--- src/rtl/sram_port_arbiter.sv ---
// Shares one SRAM-like master port between the instruction and data requesters.
// Responses are routed through an in-order owner FIFO. Define ARB_RR_EN for round-robin grants.
module sram_port_arbiter #(
   parameter int unsigned MAX_OUT = 4,
   parameter int unsigned CNT_W   = 3
) (
   input  logic              clk,
   input  logic              reset,
   input  logic              inst_req,
   input  logic              inst_wr,
   input  logic [1:0]        inst_size,
   input  logic [3:0]        inst_wstrb,
   input  logic [31:0]       inst_addr,
   input  logic [31:0]       inst_wdata,
   output logic              inst_addr_ok,
   output logic              inst_data_ok,
   output logic [31:0]       inst_rdata,
   input  logic              data_req,
   input  logic              data_wr,
   input  logic [1:0]        data_size,
   input  logic [3:0]        data_wstrb,
   input  logic [31:0]       data_addr,
   input  logic [31:0]       data_wdata,
   output logic              data_addr_ok,
   output logic              data_data_ok,
   output logic [31:0]       data_rdata,
   output logic              sram_req,
   output logic              sram_wr,
   output logic [1:0]        sram_size,
   output logic [3:0]        sram_wstrb,
   output logic [31:0]       sram_addr,
   output logic [31:0]       sram_wdata,
   input  logic              sram_addr_ok,
   input  logic              sram_data_ok,
   input  logic [31:0]       sram_rdata,
   output logic [CNT_W-1:0]  outstanding,
   output logic              err_unexp_rsp
);

   localparam int unsigned PTR_W = (MAX_OUT > 1) ? $clog2(MAX_OUT) : 1;
   localparam logic [CNT_W-1:0] MaxCnt = CNT_W'(MAX_OUT);

   typedef enum logic [1:0] {StIdle, StLockI, StLockD} state_e;

   state_e             state_q;
   logic [CNT_W-1:0]   cnt_q, cnt_d;
   logic [PTR_W-1:0]   wptr_q, rptr_q;
   logic [MAX_OUT-1:0] owner_q;
   logic               err_q;

   logic full, empty, pick_data, gnt_vld, gnt_data, accept, pop, pop_owner;

`ifdef ARB_RR_EN
   logic rr_q;
   assign pick_data = (inst_req & data_req) ? rr_q : data_req;
`else
   assign pick_data = data_req;
`endif

   assign full  = (cnt_q == MaxCnt);
   assign empty = (cnt_q == '0);

   // A held lock keeps presenting its owner even when the FIFO is full.
   always_comb begin
      gnt_vld  = 1'b0;
      gnt_data = 1'b0;
      case (state_q)
         StLockI: gnt_vld = 1'b1;
         StLockD: begin
            gnt_vld  = 1'b1;
            gnt_data = 1'b1;
         end
         default: begin
            gnt_vld  = ~full & (inst_req | data_req);
            gnt_data = pick_data;
         end
      endcase
   end

   assign sram_req   = gnt_vld & ~reset;
   assign sram_wr    = gnt_data ? data_wr    : inst_wr;
   assign sram_size  = gnt_data ? data_size  : inst_size;
   assign sram_wstrb = gnt_data ? data_wstrb : inst_wstrb;
   assign sram_addr  = gnt_data ? data_addr  : inst_addr;
   assign sram_wdata = gnt_data ? data_wdata : inst_wdata;

   assign accept       = sram_req & sram_addr_ok;
   assign inst_addr_ok = accept & ~gnt_data;
   assign data_addr_ok = accept & gnt_data;

   assign pop          = sram_data_ok & ~empty & ~reset;
   assign pop_owner    = owner_q[rptr_q];
   assign inst_data_ok = pop & ~pop_owner;
   assign data_data_ok = pop & pop_owner;
   assign inst_rdata   = sram_rdata;
   assign data_rdata   = sram_rdata;

   assign outstanding   = cnt_q;
   assign err_unexp_rsp = err_q;

   assign cnt_d = cnt_q + CNT_W'(accept) - CNT_W'(pop);

   always_ff @(posedge clk) begin
      if (reset) begin
         state_q <= StIdle;
         cnt_q   <= '0;
         wptr_q  <= '0;
         rptr_q  <= '0;
         owner_q <= '0;
         err_q   <= 1'b0;
`ifdef ARB_RR_EN
         rr_q    <= 1'b0;
`endif
      end else begin
         cnt_q <= cnt_d;
         case (state_q)
            StIdle: begin
               if (sram_req & ~sram_addr_ok) state_q <= gnt_data ? StLockD : StLockI;
            end
            default: begin
               if (sram_addr_ok) state_q <= StIdle;
            end
         endcase
         if (accept) begin
            owner_q[wptr_q] <= gnt_data;
            wptr_q          <= wptr_q + 1'b1;
         end
         if (pop) rptr_q <= rptr_q + 1'b1;
         if (sram_data_ok & empty) err_q <= 1'b1;
`ifdef ARB_RR_EN
         if (accept) rr_q <= ~gnt_data;
`endif
      end
   end

endmodule

--- config.mk ---
export PLATFORM = sky130hd
export DESIGN_NAME = sram_port_arbiter
export DESIGN_NICKNAME = d
export VERILOG_FILES = /design/src/rtl/sram_port_arbiter.sv
export SDC_FILE = /design/constraint.sdc
export NUM_CORES = 1
export LEC_CHECK = 0
export ABC_AREA = 1
export BUFFER_PORTS_ARGS = -buffer_cell sky130_fd_sc_hd__buf_2
export CAP_MARGIN = 30
export CORE_AREA = 2 2 125 127
export CTS_CLUSTER_SIZE = 16
export DETAILED_ROUTE_END_ITERATION = 6
export DIE_AREA = 0 0 127 129
export PLACE_DENSITY = 0.57
export SYNTH_ARGS = -nofsm -noshare
export SYNTH_HDL_FRONTEND = slang
export SYNTH_SLANG_ARGS = --single-unit
--- constraint.sdc ---
create_clock -name clk -period 4.8 [get_ports clk]
set_input_delay 0 -clock clk [delete_from_list [all_inputs] [get_ports clk]]
set_output_delay 0 -clock clk [all_outputs]
set_load 0.03 [all_outputs]
==> results.toml, run 1 <==
[timing]
drv_slew = 0
fin_ws_ps = 2231
fmax_mhz = 389.2
period_share_pct = 53.53
max-slew-margin-rel_pct = 51.10
fin_skew_ps = 2.599
setup_viol = 0
finalCriticalPeriod_ps = 2569
worstMarginPinSlew_ps = 733.5
fin_tns_setup_ps = 0
finalHoldViolCount = 0
rsz0062_at_grt = "false"

[clock_tree]
cts_tree = "yes"
cts_setup_buffers = 0
cts_buffers = 3
root_buffer = "clkbuf_16"
cts_resized = 0
cts_sinks = 14
cts_buffer_depth = 2
path_clk_slew_ps = 40
htreeDepth = 1
insertion_delay_ps = 240

[worst_setup_path]
critPathLaunchType = "register"
cp.required_ps = 4970
timing.rr.end = "outstanding[2]"
crit_path_end_kind = "register"
critical_path_arrival_ps = 2740
r2r_start = "state_q[1]"
worstPathMaxFanout = 10
worst-r2r-setup-slack_ps = 2230
cp_cell_sequence = "inv_1, ha_1, inv_2, nand2_1, nor2_4, nor2_8, nand2_4, ha_1, inv_1, ha_1, fa_1, or2_2, a21oi_1"
cpMostUsedCell = "ha_1"
slowest_delay_ps = 370
crit_type = "reg -> reg"
cp_slowest_cell = "fa_1"
worst_r2r_path_depth = 13

[synth]
ys_ff_latch = 14
yosysUniqueCellTypes = 26
syn_area_mm2 = 0.002310
synthCells = 418
synth_area_leader_cell = "nand2_1"
seq_area_frac_synth_pct = 12.13
synth.net_count = 607
postSynthAreaPerCell_um2 = 5.526
yosysWarnings = 0
synth_top_area_share_pct = 37.87
yosys-top-cells-area = "nand2_1 38%, buf_4 23%, dfxtp_1 12%"

[floorplanning]
fp.dieW_um = 127
dieArea_mm2 = 0.01638
boundaryPins = 324
die_h_um = 129
fp-row-count = 45
start_util_pct = 15.42
coreArea_mm2 = 0.01498

[power]
powerDensity_mw_per_mm2 = 341.5
p_clk_share_pct = 15.9
power_frac_seq_pct = 14.6
internal_power_mw = 0.4905
comb_power_share_pct = 69.5
p_switching_mw = 0.6025
ir_drop_mv = 0.2651
leakage_nw = 2.019
power.share.switching_pct = 55.12
power_mw = 1.093

[drt]
wl_met1_um = 3607
wirelength_um = 9344
drt_first_pass_iters = 4
postRouteAntennaNets = 0
dr_wl_met3_um = 1033
wl_per_cell_um = 12.33
route.met2.wl_um = 4624
highest_layer = "met4"
routed_via_density = 3.763
drc = 0
vias = 2852
drtIter0Drc = 149

[global_route]
grt_max_degree = 74
grt_pass1_wl_um = 13020
antenna_found_initial = 0
overflow = 0
grt_usage_pct = 9.994
grt_pass1_vias = 2373

[hold_path]
min_from = "sram_rdata[22]"
hp-class = "in -> out"
min_to = "inst_rdata[22]"
hold_path_depth = 0

[placement]
detailedPlace.worstSlack_ps = 2242
gp_congestion = 0.7893
port_buffers = 227
dp_hpwl_um = 7808

[final_layout]
area_growth_pct = 38.57
drive_above_1_share_pct = 44.21
n_fill_cell = 1766
nNetsFinal = 760
diodes = 0

[run]
max_cap_violations = 0

[run_status]
status = "complete, no violations"
-- critical path: cells and delay by family, from the launching register on --
family          cells  cell delay (ps)
fa+ha+maj           4             1170
simple gates        5              750
flops               1              320
buf+inv             3              150
compound gates      1              110
-- repair_timing --
| item | 4_1_cts | 5_1_grt |
|---|---|---|
| setup endpoints to repair | 0 | 0 |
| hold buffers | 1 | 0 |
| hold endpoints to repair | 1 | 0 |
-- layout make-up --
class / count / area (um^2) / share of cell area (%)
clock buffers: 4 / 88.84 / 2.776
inverters: 22 / 82.58 / 2.580
multi-input cells: 300 / 1353 / 42.26
flip-flops and latches: 14 / 280.3 / 8.757
well taps: 188 / 235.2 / 7.350
repair buffers: 230 / 1161 / 36.28
-- sequential cells by signal (all words and copies together), names as in the netlist --
| signal | flops |
|---|---|
| owner_q | 4 |
| outstanding | 3 |
| rptr_q | 2 |
| state_q | 2 |
| wptr_q | 2 |
| err_unexp_rsp | 1 |
-- power by group through the flow --
stage	Sequential (mW)	Combinational, mW	Clock (mW)
after detailed placement	0.162	0.767	0
after global routing	0.164	0.831	0.184
after CTS	0.160	0.773	0.179
after global placement	0.161	0.766	0
after floorplan	0.182	0.614	0
final	0.159	0.760	0.173
-- synthesized netlist by cell type --
cell,number
nor2_4,1
a21oi_1,8
nor2_2,1
dfxtp_1,14
o21ai_0,4
inv_1,18
buf_2,9
ha_1,8
or2_2,1
a21oi_2,2
nand3_2,1
nand3_1,4
nor2_1,17
buf_6,1
xor2_1,1
o22ai_1,1
nor2_8,1
nand2_4,3
nand4_1,8
buf_4,72
nand2_2,3
nor3_4,1
nand2_1,233
inv_2,4
and2_1,1
fa_1,1
-- logic make-up (layout without fill, tap and decap cells) --
group	after synthesis	count (layout)	synth area share, %
adders and majority gates	9	9	5.201
xor gates and xnor gates	1	1	0.3793
DFF	14	14	12.13
AOI/OAI and AO/OA	15	15	3.630
and+or+nand+nor	275	275	49.24
buffers and inverters	104	256	29.41
-- cell usage in the layout (no fill, tap or decap), types with 2 or more instances in the layout --
master	n
buf_2	227
inv_1	18
nand2_2	4
dfxtp_1	14
o21ai_0	4
a21oi_2	2
ha_1	8
a21oi_1	8
nand3_1	4
clkbuf_16	3
nand4_1	8
buf_4	2
nor2_1	17
inv_2	4
nand2_1	232
nand2_4	3
-- layer usage --
metal / GRT usage (%) / vias to the layer above
met1: 11.62 / 1174
met4: 2.586 / 0
met2: 17.68 / 170
met3: 3.368 / 9
met5: 0 / -
li1: - / 1499
-- metrics by stage --
| step | hold WS, ps | cells | util, % | instance area [um^2] |
|---|---|---|---|---|
| 6_report | 0.01699 | 758 | 21.37 | 3201 |
| 5_1_grt | 0.06399 | 758 | 21.37 | 3201 |
| 4_1_cts | 0.3008 | 758 | 21.37 | 3201 |
| 3_5_place_dp | 0.3008 | 753 | 20.71 | 3102 |
| 3_3_place_gp | 0.3008 | 753 | 20.71 | 3102 |
| 2_1_floorplan | 69.07 | 418 | - | 2310 |
-- how the worst max path moves through the flow --
stage,startpoint,end,cells past startpoint
final,state_q[1],outstanding[2],13
after global routing,state_q[0],outstanding[2],13
after CTS,state_q[0],outstanding[2],13
after detailed placement,state_q[1],outstanding[2],13
after global placement,state_q[1],outstanding[2],13
after floorplan,state_q[1],outstanding[2],13
(Power assumes the default switching activity.)
==> inputs of run 2 (changes only) <==
Settings changed: CORE_AREA 2 2 125 127 to 2 2 126 128, DIE_AREA 0 0 127 129 to 0 0 128 130, PLACE_DENSITY 0.57 to 0.58.
Clock period 4.8 ns to 2.2 ns, I/O delays scaled along.
==> run 2 against run 1 <==
Non-clock buffer count up 12. Clock power up 120%. Largest cell class unchanged. Routed wire length down 11%. Design area up 5.9%. Die area up 1.6%. Hold slack about the same. Count of clock-buffer cells in the layout unchanged. Total power up 130%. Combinational power up 130%. Sequential share of layout area down 0.42 points.
==> results.toml, run 2 (synthesized netlist as in run 1, its figures left out) <==
[run_status]
status = "complete, no violations"

[final_layout]
nNetsFinal = 772
area_growth_pct = 46.80
multi_input_area_mm2 = 0.001416
regMostFlops = "owner_q"
layout_common_cells = "230 x nand2_1, 227 x buf_2, 16 x nor2_1, 15 x inv_1, 12 x dfxtp_1"
drive_above_1_share_pct = 47.59
layout_commonest_cell = "nand2_1"
fin_util_pct = 21.98
register_area_um2 = 282.8
finalNonFillerCells = 774
n_fill_cell = 1777
largest_register_ffs = 4
diodes = 0

[drt]
drtIter0Drc = 75
drt_first_pass_iters = 6
routed_via_density = 3.776
wirelength_um = 8320
wl_per_cell_um = 10.75
vias = 2923
postRouteAntennaNets = 0
drc = 0

[floorplanning]
fp.dieW_um = 128
coreArea_mm2 = 0.01542
dieArea_mm2 = 0.01664
die_h_um = 130
start_util_pct = 14.97
fp-row-count = 46
boundaryPins = 324

[timing]
finalHoldViolCount = 0
fmax_mhz = 455.3
rsz0062_at_grt = "true"
fin_skew_ps = 5.259
worstMarginPinSlew_ps = 309.9
fin_tns_setup_ps = 0
finalCriticalPeriod_ps = 2196
drv_slew = 0
setup_viol = 0
period_share_pct = 99.84
fin_ws_ps = 3.624
max-slew-margin-rel_pct = 79.34

[power]
internal_power_mw = 1.163
ir_drop_mv = 0.2533
p_switching_mw = 1.339
leakage_nw = 2.087
power_frac_seq_pct = 14.2
p_clk_share_pct = 15.5
powerDensity_mw_per_mm2 = 737.9
comb_power_share_pct = 70.4
power.share.switching_pct = 53.52

[global_route]
overflow = 0
grt_pass1_vias = 2425
antenna_found_initial = 0
grt_max_degree = 40
grt_pass1_wl_um = 11500
grt_usage_pct = 8.535

[clock_tree]
htreeDepth = 1
path_clk_slew_ps = 50
cts_sinks = 14
cts_buffer_depth = 2
root_buffer = "clkbuf_16"
insertion_delay_ps = 250
cts_tree = "yes"
cts_buffers = 3

[run]
max_cap_violations = 0

[worst_setup_path]
worstPathMaxFanout = 3
crit_type = "reg -> reg"
critPathLaunchType = "register"
crit_path_end_kind = "register"
cp.required_ps = 2390
critical_path_arrival_ps = 2380

[placement]
dp_hpwl_um = 6900
port_buffers = 227
detailedPlace.worstSlack_ps = -69.33
dp.cells = 765
gp_congestion = 0.7357

[hold_path]
hp-class = "in -> out"
-- run 2: cell types whose count changed in the layout (fill, tap and decap cells not counted), sizes merged --
cell  previous run  this run
buf            229       241
-- run 2: per-layer routing --
layer,GRT usage [%],vias to the layer above,wire length (um)
li1,-,1526,-
met1,8.869,1177,3029
met2,16.14,195,4113
met3,2.870,25,968
met4,2.844,0,208
met5,0,-,0
-- run 2: area by class of cell --
cell class | instances | share of cell area [%]
Inverter | 22 | 2.435
Multi-Input combinational cell | 300 | 41.77
Sequential cell | 14 | 8.339
Timing Repair Buffer | 242 | 37.75
Clock buffer | 4 | 2.620
Tap cell | 192 | 7.085
-- run 2: what timing repair did --
item | in CTS | in global routing
endpoints found under the hold margin | 1 | 0
hold buffers | 1 | 0
setup buffers | 0 | 4
endpoints found under the setup margin | 22 | 66
pin swaps | 1 | 9
resized for setup | 5 | 4
cloned | 0 | 0
-- run 2: path summary, 6_finish.rpt --
check,start,cells after the start,slack (ps),endpoint
hold reg to reg,err_unexp_rsp,2,440,err_unexp_rsp
setup reg to reg,state_q[1],13,4,outstanding[2]
hold / removal,sram_rdata[1],0,0.02,data_rdata[1]
setup / recovery,state_q[1],13,4,outstanding[2]
-- run 2: worst max-delay path, stage by stage, from the launching register on --
cell	delay, ps
dfxtp_2	330
inv_2	50
ha_4	280
nor2_4	40
nand2_2	60
nand2_4	60
nor2_8	120
nand2_4	60
ha_4	270
inv_2	30
ha_4	140
fa_2	330
or2_4	250
a21oi_2	100
-- run 2: power by group through the flow --
stage | Clock, mW | Sequential (mW) | Combinational (mW)
final | 0.387 | 0.354 | 1.76
after global placement | 0 | 0.359 | 1.72
after CTS | 0.395 | 0.354 | 1.74
after floorplan | 0 | 0.403 | 1.37
after detailed placement | 0 | 0.358 | 1.73
after global routing | 0.408 | 0.361 | 1.95
-- run 2: per-stage QoR --
step	power (mW)	cell area (um^2)	hold slack [ps]
2_1_floorplan	1.775	2357	69.07
3_3_place_gp	2.076	3227	0.3152
3_5_place_dp	2.083	3227	0.3152
4_1_cts	2.492	3342	0.3152
5_1_grt	2.719	3391	0.07067
6_report	2.502	3391	0.01697
==> inputs of run 3 (changes only) <==
Settings changed: SETUP_SLACK_MARGIN set to 0.05.
==> run 3 against run 2 <==
Non-clock buffer count fell by 1. Maximum frequency rose by 2.1%. Worst setup slack improved by 45 ps. Via count fell by 0.14%. Sequential share of layout area barely moved. Count of clock-buffer cells in the layout did not move. Sequential power barely moved. Critical path depth did not move. Final cell count fell by 0.13%. Global-route usage barely moved. Total power fell by 0.93%. Largest power group unchanged.
==> results.toml, run 3 (synthesized netlist as in run 1, its figures left out) <==
[run_status]
status = "complete, no violations"

[hold_path]
hp-class = "in -> out"

[drt]
postRouteAntennaNets = 0
drtIter0Drc = 74
wl_per_cell_um = 10.74
drt_first_pass_iters = 6
vias = 2919
routed_via_density = 3.776
wirelength_um = 8300
drc = 0

[global_route]
grt_usage_pct = 8.552
overflow = 0
grt_pass1_wl_um = 11520
grt_pass1_vias = 2440
antenna_found_initial = 0
grt_max_degree = 40

[final_layout]
largest_register_ffs = 4
layout_commonest_cell = "nand2_1"
area_growth_pct = 46.26
nNetsFinal = 771
regMostFlops = "owner_q"
diodes = 0
layout_common_cells = "230 x nand2_1, 227 x buf_2, 16 x nor2_1, 15 x inv_1, 12 x dfxtp_1"
drive_above_1_share_pct = 47.50

[clock_tree]
cts_buffers = 3
root_buffer = "clkbuf_16"
insertion_delay_ps = 250
cts_sinks = 14
cts_tree = "yes"
htreeDepth = 1
path_clk_slew_ps = 50
cts_buffer_depth = 2

[run]
max_cap_violations = 0

[floorplanning]
start_util_pct = 14.97
dieArea_mm2 = 0.01664
coreArea_mm2 = 0.01542
fp-row-count = 46
fp.dieW_um = 128
die_h_um = 130
boundaryPins = 324

[power]
power_frac_seq_pct = 14.3
p_clk_share_pct = 15.6
p_switching_mw = 1.330
power.share.switching_pct = 53.67
powerDensity_mw_per_mm2 = 733.8
leakage_nw = 2.085
power_mw = 2.479
internal_power_mw = 1.148
comb_power_share_pct = 70.1
ir_drop_mv = 0.2461

[timing]
rsz0062_at_grt = "true"
finalCriticalPeriod_ps = 2151
setup_viol = 0
drv_slew = 0
period_share_pct = 97.77
fin_skew_ps = 5.590
finalHoldViolCount = 0
max-slew-margin-rel_pct = 79.60
worstMarginPinSlew_ps = 306.0
fmax_mhz = 464.9
fin_ws_ps = 48.99

[placement]
gp_congestion = 0.7357
port_buffers = 227
detailedPlace.worstSlack_ps = -69.33
dp_hpwl_um = 6900

[worst_setup_path]
cp.required_ps = 2390
crit_path_end_kind = "register"
critPathLaunchType = "register"
critical_path_arrival_ps = 2340
crit_type = "reg -> reg"
worstPathMaxFanout = 3
-- run 3: changes by cell type in the layout (fill, tap and decap cells not counted), sizes merged --
cell	change
buf	-1
-- run 3: critical path: stages, from the launching register on --
cell	delay, ps
dfxtp_2	330
inv_2	50
ha_4	270
inv_2	40
nand2_2	70
nor2_4	50
nor2_8	110
nand2_4	70
ha_4	270
inv_2	30
ha_4	150
fa_2	330
or2_4	230
a21oi_2	100
-- run 3: final cells by class --
| cell class | count | area (um^2) |
|---|---|---|
| Timing Repair Buffer | 241 | 1272 |
| Multi-Input combinational cell | 300 | 1411 |
| Sequential cell | 14 | 282.8 |
| Tap cell | 192 | 240.2 |
| Clock buffer | 4 | 88.84 |
| Fill cell | 1773 | 12050 |
| Inverter | 22 | 82.58 |
-- run 3: path summary, 6_finish.rpt --
check,end,startpoint,depth (start not counted),slack [ps]
setup / recovery,outstanding[2],state_q[1],13,50
hold reg to reg,err_unexp_rsp,err_unexp_rsp,2,440
hold / removal,data_rdata[1],sram_rdata[1],0,0.02
setup reg to reg,outstanding[2],state_q[1],13,50
-- run 3: layer usage --
layer / up-vias / wire length, um / global-route usage [%]
met5: - / 0 / 0
met4: 0 / 229 / 3.103
met3: 27 / 1009 / 2.952
met2: 196 / 4062 / 16.14
met1: 1173 / 2997 / 8.770
li1: 1523 / - / -
-- run 3: power by group through the flow --
stage / Combinational (mW) / Sequential, mW / Clock (mW)
finish: 1.74 / 0.354 / 0.386
detailed placement: 1.73 / 0.358 / 0
CTS: 1.76 / 0.354 / 0.395
global placement: 1.72 / 0.359 / 0
global route: 1.93 / 0.361 / 0.408
floorplan: 1.37 / 0.403 / 0
-- run 3: metrics by stage --
stage	util (%)	std cells	area [um^2]	hold slack, ps	setup TNS [ps]
2_1_floorplan	-	418	2357	69.07	-251.0
5_1_grt	21.90	773	3378	0.07067	-49.87
4_1_cts	21.82	772	3366	0.3152	0
3_5_place_dp	20.92	765	3227	0.3152	-69.33
3_3_place_gp	20.92	765	3227	0.3152	-45.88
6_report	21.90	773	3378	0.01697	0
-- run 3: timing repair --
action / 4_1_cts / 5_1_grt
setup endpoints to repair: 39 / 13
pin swaps: 8 / 0
endpoints found under the hold margin: 1 / 0
setup buffers: 2 / 1
hold buffers: 1 / 0
gates resized for setup: 7 / 1
